[config.mk]
export PLATFORM = sky130hd
export DESIGN_NAME = serial_addsub_ctrl_flat
export DESIGN_NICKNAME = d
export VERILOG_FILES = /design/src/rtl/serial_addsub_ctrl_pkg.sv /design/src/rtl/serial_addsub_ctrl_if.sv /design/src/rtl/serial_addsub_ctrl.sv /design/src/flat_wrapper.sv
export SDC_FILE = /design/constraint.sdc
export NUM_CORES = 1
export LEC_CHECK = 0
export CORE_MARGIN = 3
export CORE_UTILIZATION = 47
export CTS_CLUSTER_SIZE = 10
export DETAILED_ROUTE_END_ITERATION = 6
export PLACE_DENSITY = 0.8
export SYNTH_ARGS = -nofsm -noshare
export SYNTH_HDL_FRONTEND = slang
export SYNTH_SLANG_ARGS = --single-unit
[constraint.sdc]
create_clock -name clk -period 1.4 [get_ports clk]
set_input_delay 0.28 -clock clk [delete_from_list [all_inputs] [get_ports clk]]
set_output_delay 0.28 -clock clk [all_outputs]
set_load 0.02 [all_outputs]
[src/rtl/serial_addsub_ctrl_pkg.sv]
// Shared types and constants for the bit-serial add/subtract sequencer.
package addsub_pkg;

  typedef enum logic [1:0] {
    IDLE = 2'd0,
    RUN  = 2'd1,
    DONE = 2'd2
  } state_t;

  // Same encoding as the func input of the 1-bit full adder/subtractor cell.
  localparam logic FUNC_ADD = 1'b1;
  localparam logic FUNC_SUB = 1'b0;

endpackage

[src/rtl/serial_addsub_ctrl_if.sv]
// Operand and result bundles for the serial add/subtract sequencer.
//
// Both bundles use valid/ready: the producer raises valid with stable payload
// and holds it until the edge on which valid && ready, which is the only
// edge where a transfer happens; ready may be raised or dropped at any time.
interface serial_addsub_ctrl_if #(
  parameter int WIDTH = 8
);
  logic             start_valid;
  logic             start_ready;
  logic [WIDTH-1:0] op_a;
  logic [WIDTH-1:0] op_b;
  logic             op_func;
  logic             result_valid;
  logic             result_ready;
  logic [WIDTH-1:0] result;
  logic             carry_out;
  logic             overflow;

  modport master (
    output start_valid, op_a, op_b, op_func, result_ready,
    input  start_ready, result_valid, result, carry_out, overflow
  );

  modport slave (
    input  start_valid, op_a, op_b, op_func, result_ready,
    output start_ready, result_valid, result, carry_out, overflow
  );
endinterface

[src/rtl/serial_addsub_ctrl.sv]
// Bit-serial sequencer driving an external 1-bit full adder/subtractor cell,
// LSB first, with the cell's carry/borrow fed back through a register.
module serial_addsub_ctrl
  import addsub_pkg::*;
#(
  parameter int WIDTH = 8
) (
  input  logic   clk,
  input  logic   rst,
  serial_addsub_ctrl_if.slave bus,
  output logic   cell_func,
  output logic   cell_in1,
  output logic   cell_in2,
  output logic   cell_in3,
  input  logic   cell_sum,
  input  logic   cell_cob,
  output state_t state_o
);

  localparam int CW = $clog2(WIDTH);
  localparam logic [CW-1:0] CNT_LAST = CW'(WIDTH - 1);

  state_t           state_q;
  logic [WIDTH-1:0] a_sh_q;
  logic [WIDTH-1:0] b_sh_q;
  logic [WIDTH-1:0] res_sh_q;
  logic             func_q;
  logic             cob_q;
  logic [CW-1:0]    cnt_q;
  logic             carry_q;
  logic             ovf_q;
  logic             run;

  always_ff @(posedge clk) begin
    if (rst) begin
      state_q  <= IDLE;
      a_sh_q   <= '0;
      b_sh_q   <= '0;
      res_sh_q <= '0;
      func_q   <= FUNC_SUB;
      cob_q    <= 1'b0;
      cnt_q    <= '0;
      carry_q  <= 1'b0;
      ovf_q    <= 1'b0;
    end else begin
      case (state_q)
        IDLE: begin
          if (bus.start_valid) begin
            a_sh_q  <= bus.op_a;
            b_sh_q  <= bus.op_b;
            func_q  <= bus.op_func;
            cob_q   <= 1'b0;
            cnt_q   <= '0;
            state_q <= RUN;
          end
        end
        RUN: begin
          // Result bits enter at the MSB so the LSB lands at bit 0 after WIDTH shifts.
          res_sh_q <= {cell_sum, res_sh_q[WIDTH-1:1]};
          cob_q    <= cell_cob;
          a_sh_q   <= a_sh_q >> 1;
          b_sh_q   <= b_sh_q >> 1;
          cnt_q    <= cnt_q + CW'(1);
          if (cnt_q == CNT_LAST) begin
            carry_q <= cell_cob;
            // Carry/borrow into the MSB differs from the one out of it on signed overflow.
            ovf_q   <= cob_q ^ cell_cob;
            state_q <= DONE;
          end
        end
        DONE: begin
          if (bus.result_ready) begin
            state_q <= IDLE;
          end
        end
        default: state_q <= IDLE;
      endcase
    end
  end

  assign run = (state_q == RUN);

  assign cell_func = run & func_q;
  assign cell_in1  = run & a_sh_q[0];
  assign cell_in2  = run & b_sh_q[0];
  assign cell_in3  = run & cob_q;

  assign bus.start_ready  = (state_q == IDLE) && !rst;
  assign bus.result_valid = (state_q == DONE);
  assign bus.result       = (state_q == DONE) ? res_sh_q : '0;
  assign bus.carry_out    = carry_q;
  assign bus.overflow     = ovf_q;

  assign state_o = state_q;

endmodule
[src/flat_wrapper.sv]
// flat-port wrapper written by rule: the top's interface ports become plain ports
module serial_addsub_ctrl_flat import addsub_pkg::*;
#(
  parameter int WIDTH = 8
)
  (clk, rst, cell_func, cell_in1, cell_in2, cell_in3, cell_sum, cell_cob, state_o, bus_start_valid, bus_op_a, bus_op_b, bus_op_func, bus_result_ready, bus_start_ready, bus_result_valid, bus_result, bus_carry_out, bus_overflow);
  serial_addsub_ctrl_if #(.WIDTH(WIDTH)) bus_i ();
  input  logic clk;
  input  logic rst;
  output logic cell_func;
  output logic cell_in1;
  output logic cell_in2;
  output logic cell_in3;
  input  logic cell_sum;
  input  logic cell_cob;
  output state_t state_o;
  input wire logic [$bits(bus_i.start_valid)-1:0] bus_start_valid;
  input wire logic [$bits(bus_i.op_a)-1:0] bus_op_a;
  input wire logic [$bits(bus_i.op_b)-1:0] bus_op_b;
  input wire logic [$bits(bus_i.op_func)-1:0] bus_op_func;
  input wire logic [$bits(bus_i.result_ready)-1:0] bus_result_ready;
  output wire logic [$bits(bus_i.start_ready)-1:0] bus_start_ready;
  output wire logic [$bits(bus_i.result_valid)-1:0] bus_result_valid;
  output wire logic [$bits(bus_i.result)-1:0] bus_result;
  output wire logic [$bits(bus_i.carry_out)-1:0] bus_carry_out;
  output wire logic [$bits(bus_i.overflow)-1:0] bus_overflow;
  assign bus_i.start_valid = bus_start_valid;
  assign bus_i.op_a = bus_op_a;
  assign bus_i.op_b = bus_op_b;
  assign bus_i.op_func = bus_op_func;
  assign bus_i.result_ready = bus_result_ready;
  assign bus_start_ready = bus_i.start_ready;
  assign bus_result_valid = bus_i.result_valid;
  assign bus_result = bus_i.result;
  assign bus_carry_out = bus_i.carry_out;
  assign bus_overflow = bus_i.overflow;
  serial_addsub_ctrl #(.WIDTH(WIDTH)) u_core (.clk(clk), .rst(rst), .bus(bus_i), .cell_func(cell_func), .cell_in1(cell_in1), .cell_in2(cell_in2), .cell_in3(cell_in3), .cell_sum(cell_sum), .cell_cob(cell_cob), .state_o(state_o));
endmodule
Word-level counts from Yosys, hierarchy flattened --
Cells that the tools add are included.
Storage, ports and cells: flip-flop bits (word level) 33, output and inout bits 18
Operators by class: equal/unequal tests 6, add/sub/neg operators 1, bitwise gates (word level) 5, reductions and logical operators 8, muxes and demuxes 13
Operator list (number):
- 8-bit one-hot mux with 2 select lines | 2
- 8-bit two-way mux | 3
- 2-bit two-way mux | 3
- 2-bit != test, second input constant | 3
- 2-bit one-hot mux with 3 select lines | 1
- 3-bit one-hot mux with 2 select lines | 1
- 2-bit AND reduction | 3
- 1-bit AND | 4
- 3-bit by 1-bit adder with 3-bit output, second input constant | 1
- 3-bit == test, second input constant | 1
- 3-bit two-way mux | 1
- 3-bit AND reduction | 1
- 2-bit by 1-bit == test with 1-bit output, second input constant | 1
- 2-bit == test, second input constant | 1
- 2-bit zero test | 1
- 1-bit one-hot mux with 2 select lines | 1
- 2-bit nonzero test | 1
- 1-bit logical AND | 1
- 1-bit zero test | 1
- 1-bit two-way mux | 1
- 1-bit XOR | 1

Depth between registers and ports, before layout --
depth after elaboration 3, gate-level depth with buffers 5, mapped depth without buffers 5

Worst setup path after synthesis --
Ideal clock, no wire load.
path kind register to output, start point register u_core.state_q[0] (netlist: u_core.state_o[0]), end point output bus_start_ready, path slack -0.101 ns, required time 1.120 ns, arrival time 1.221 ns, stages on the path, launching flop included 4, cells stage by stage dfxtp_1 > buf_6 > buf_8 > nor3_1
On the way: longest elaborated chain between the ends 2
RTL lines:
- from (decl) | RTL line serial_addsub_ctrl.sv:23 | state_t state_q;
- from (signal assigned) | RTL line serial_addsub_ctrl.sv:36 | state_q <= IDLE;
- from (signal assigned) | RTL line serial_addsub_ctrl.sv:54 | state_q <= RUN;
- from (signal assigned) | RTL line serial_addsub_ctrl.sv:68 | state_q <= DONE;
- 2-bit zero test | RTL line serial_addsub_ctrl.sv:88 | assign bus.start_ready = (state_q == IDLE) && !rst;
- 1-bit logical AND | RTL line serial_addsub_ctrl.sv:88
- to (decl) | RTL line flat_wrapper.sv:22 | output wire logic [$bits(bus_i.start_ready)-1:0] bus_start_ready;
No other way between the ends.

Worst setup path after layout --
start point register u_core.state_q[1] (netlist: u_core.state_o[1]), end point output bus_result[1]
On the way: longest elaborated chain between the ends 2
RTL lines:
- 2-bit == test | RTL line serial_addsub_ctrl.sv:90 | assign bus.result = (state_q == DONE) ? res_sh_q : '0;
- 8-bit two-way mux | RTL line serial_addsub_ctrl.sv:90
- to (decl) | RTL line flat_wrapper.sv:24 | output wire logic [$bits(bus_i.result)-1:0] bus_result;
No other way between the ends.

==> results.sh <==
export IMPL_core_um2=2900
export IMPL_fmax_mhz=647
export IMPL_gp_congestion=0.753
export IMPL_crit_arrival_ps=1270
export IMPL_max_cap_violations=0
export IMPL_clock_latency_ps=330
export IMPL_initial_core_util_pct=51.8
export IMPL_syn_nets=183
export IMPL_wire_per_inst_um=13.9
export IMPL_finalWorstSetupSlack_ps=-147
export IMPL_place_worst_setup_slack_ps=-392
export IMPL_cts_sinks=33
export IMPL_multi_input_area_um2=810
export IMPL_synth_seq_cells=33
export IMPL_htree_num_levels=2
export IMPL_yosysSeqAreaShare_pct=44.0
export IMPL_pwr_share_clk_pct=26.1
export IMPL_internal_power_mw=1.40
export IMPL_relSlewSlack_pct=73.7
export IMPL_grt_setup_unrepaired="yes"
export IMPL_grt_max_degree=34
export IMPL_totalPowerFinal_mw=1.89
export IMPL_placement_cell_area_um2=1990
export IMPL_grt_pass1_wl_um=5640
export IMPL_wl_um=3550
export IMPL_p_leak_nw=0.907
export IMPL_setup_tns_ps=-1600
export IMPL_status="complete, but fails checks"
export IMPL_hpwl_um=2350
export IMPL_dieArea_um2=3910
export IMPL_die_w_um=62.5
export IMPL_drc=0
export IMPL_antennaDiodeCount=0
export IMPL_cts_path_max_buffers=2
export IMPL_power_switching_mw=0.495
export IMPL_cts_tree="done"
export IMPL_hold_viol=0
export IMPL_final_core_util_pct=75.6
export IMPL_critPathRequiredTime_ps=1120
export IMPL_drv_slew=0
export IMPL_power_density_nw_per_um2=864
export IMPL_syn_area_um2=1500
export IMPL_clock_root_buffer="clkbuf_4"
export IMPL_ir_worst_vdd_uv=728
export IMPL_via_per_inst=5.08
export IMPL_synth_top_area_share_pct=44.0
export IMPL_seq_area_um2=668
export IMPL_drtIter0Drc=52
export IMPL_grt_antenna_before_repair=0
export IMPL_finalCritPeriodShare_pct=110
export IMPL_portBuffers=40
export IMPL_dr_pass1_iters=4
export IMPL_area_growth_syn_to_layout_pct=46.1
export IMPL_fin_crit_ps=1550
export IMPL_grt_pass1_vias=1287
export IMPL_startpoint_type="register"
export IMPL_fin_nets=238
export IMPL_reg2regPathDepth=5
export IMPL_die_y_um=62.5
export IMPL_setup_violations=14
export IMPL_clock_skew_ps=5.03
export IMPL_path_clk_slew_ps=90
export IMPL_worst_slew_pin_slew_ps=395
export IMPL_path_class="register to output pin"
export IMPL_num_rows=19
export IMPL_synth_yosys_warnings=0
export IMPL_hold_slack_ps=462
export IMPL_instances_no_fill=256
export IMPL_synthTopCellsByArea="dfxtp_1, mux2i_1, a211oi_2"
export IMPL_synth_cells=158
export IMPL_num_vias=1300
export IMPL_fill_cells=208
export IMPL_cts_made_buffers=5
export IMPL_finalInstanceArea_um2=2190
export IMPL_holdBufCountCts=0
export IMPL_drive_above_1_share_pct=32.7
export IMPL_p_seq_share_pct=53.8
export IMPL_grt_usage_pct=18.2
export IMPL_power_frac_comb_pct=20.1
export IMPL_antenna_left=0
export IMPL_placedCellCount=241
export IMPL_violations="setup timing"
export IMPL_grt_overflow_total=0
export IMPL_switching_share_pct=26.1
export IMPL_whs_path_depth=2
export IMPL_syn_area_per_cell_um2=9.50
export IMPL_synth_cell_types=25
export IMPL_worst_path_max_fanout=9
export IMPL_pin_count=41
export IMPL_worst_setup_path_end_kind="output pin"
export IMPL_synth_area_leader_cell="dfxtp_1"
export IMPL_min_path_type="register to register"
-- critical path: stages, from the launching register on --
cell and delay (ps):
dfxtp_4 390, nor2b_4 160, buf_6 130, and2_1 150
buf_6 120
-- kinds of logic (layout without fill, tap and decap cells) --
logic type                 Yosys count  count (layout)  share of synthesized area, %
AOI/OAI and AO/OA                   34              34                          18.9
xor gates and xnor gates             1               1                         0.583
adders and majority gates            2               2                          1.67
buffers and inverters               13              69                          6.08
DFF                                 33              33                          44.0
muxes                               15              15                          10.0
and+or+nand+nor                     60              60                          18.7
-- power groups by stage --
stage	clock [mW]	sequential [mW]	combinational, mW
global placement	0	1.04	0.313
global route	0.555	1.03	0.410
detailed placement	0	1.04	0.325
floorplan	0	1.04	0.204
CTS	0.503	1.02	0.353
finish	0.495	1.02	0.381
-- layout by cell type (no fill, tap or decap) --
| cell type | instances |
|---|---|
| dfxtp_1 | 31 |
| clkdlybuf4s50_1 | 22 |
| nor2_1 | 21 |
| nand2_1 | 18 |
| buf_6 | 17 |
| mux2i_1 | 15 |
| buf_4 | 14 |
| a211oi_2 | 11 |
| a21oi_1 | 11 |
| and2_4 | 9 |
| a22oi_1 | 5 |
| a211oi_1 | 5 |
| clkbuf_4 | 5 |
| and2_1 | 3 |
| clkbuf_1 | 3 |
| buf_2 | 3 |
| nor2b_4 | 2 |
| nand2b_1 | 2 |
| nand3_1 | 2 |
| ha_1 | 2 |
| dlygate4sd2_1 | 2 |
| buf_12 | 2 |
| dfxtp_4 | 2 |
| nor3_4 | 1 |
| o21bai_2 | 1 |
| o21ba_4 | 1 |
| nand3b_1 | 1 |
| nor3b_2 | 1 |
| xor2_1 | 1 |
| clkbuf_16 | 1 |
-- layer usage --
layer | routed length [um] | GRT usage (%) | vias up
met2 | 1830 | 33.3 | 37
li1 | - | - | 654
met4 | 24 | 5.79 | 0
met3 | 183 | 5.94 | 2
met1 | 1510 | 19.6 | 607
met5 | 0 | 0 | -
-- layout make-up --
cell class / instances / share of cell area (%)
timing repair buffer: 61 / 28.0
multi-input combinational: 112 / 36.9
tap: 42 / 2.40
clock buffer: 8 / 2.22
sequential: 33 / 30.5
-- flip-flops by register name, summed over array words and instances (netlist names) --
| register | cells |
|---|---|
| u_core.a_sh_q | 8 |
| u_core.b_sh_q | 8 |
| u_core.res_sh_q | 8 |
| u_core.cnt_q | 3 |
| u_core.state_o | 2 |
| u_core.bus.carry_out | 1 |
| u_core.bus.overflow | 1 |
| u_core.cob_q | 1 |
| u_core.func_q | 1 |
-- cell usage after synthesis (all sizes together) --
master and instances:
a22oi 5, a211oi 16, and2 12, nand2 18, xor2 1, nor3 1
o21bai 1, nor2 21, clkbuf 3, o21ba 1, buf 10, nand3 2
ha 2, nand2b 2, mux2i 15, a21oi 11, nor3b 1, dfxtp 33
nand3b 1, nor2b 2
-- worst paths after layout --
check / from / endpoint / slack (ps)
min: u_core.res_sh_q[0] / u_core.res_sh_q[0] / 460
max reg2reg: u_core.state_o[0] / u_core.cnt_q[0] / 50
max: u_core.state_o[1] / bus_result[1] / -150
min reg2reg: u_core.res_sh_q[0] / u_core.res_sh_q[0] / 460
-- repair_timing --
item | in CTS | in global routing
gates cloned | 0 | 1
pin swaps | 4 | 1
setup buffers | 2 | 4
setup endpoints to repair | 33 | 31
gates resized for setup | 109 | 8
No activity file was read; power rests on OpenSTA's default activity.
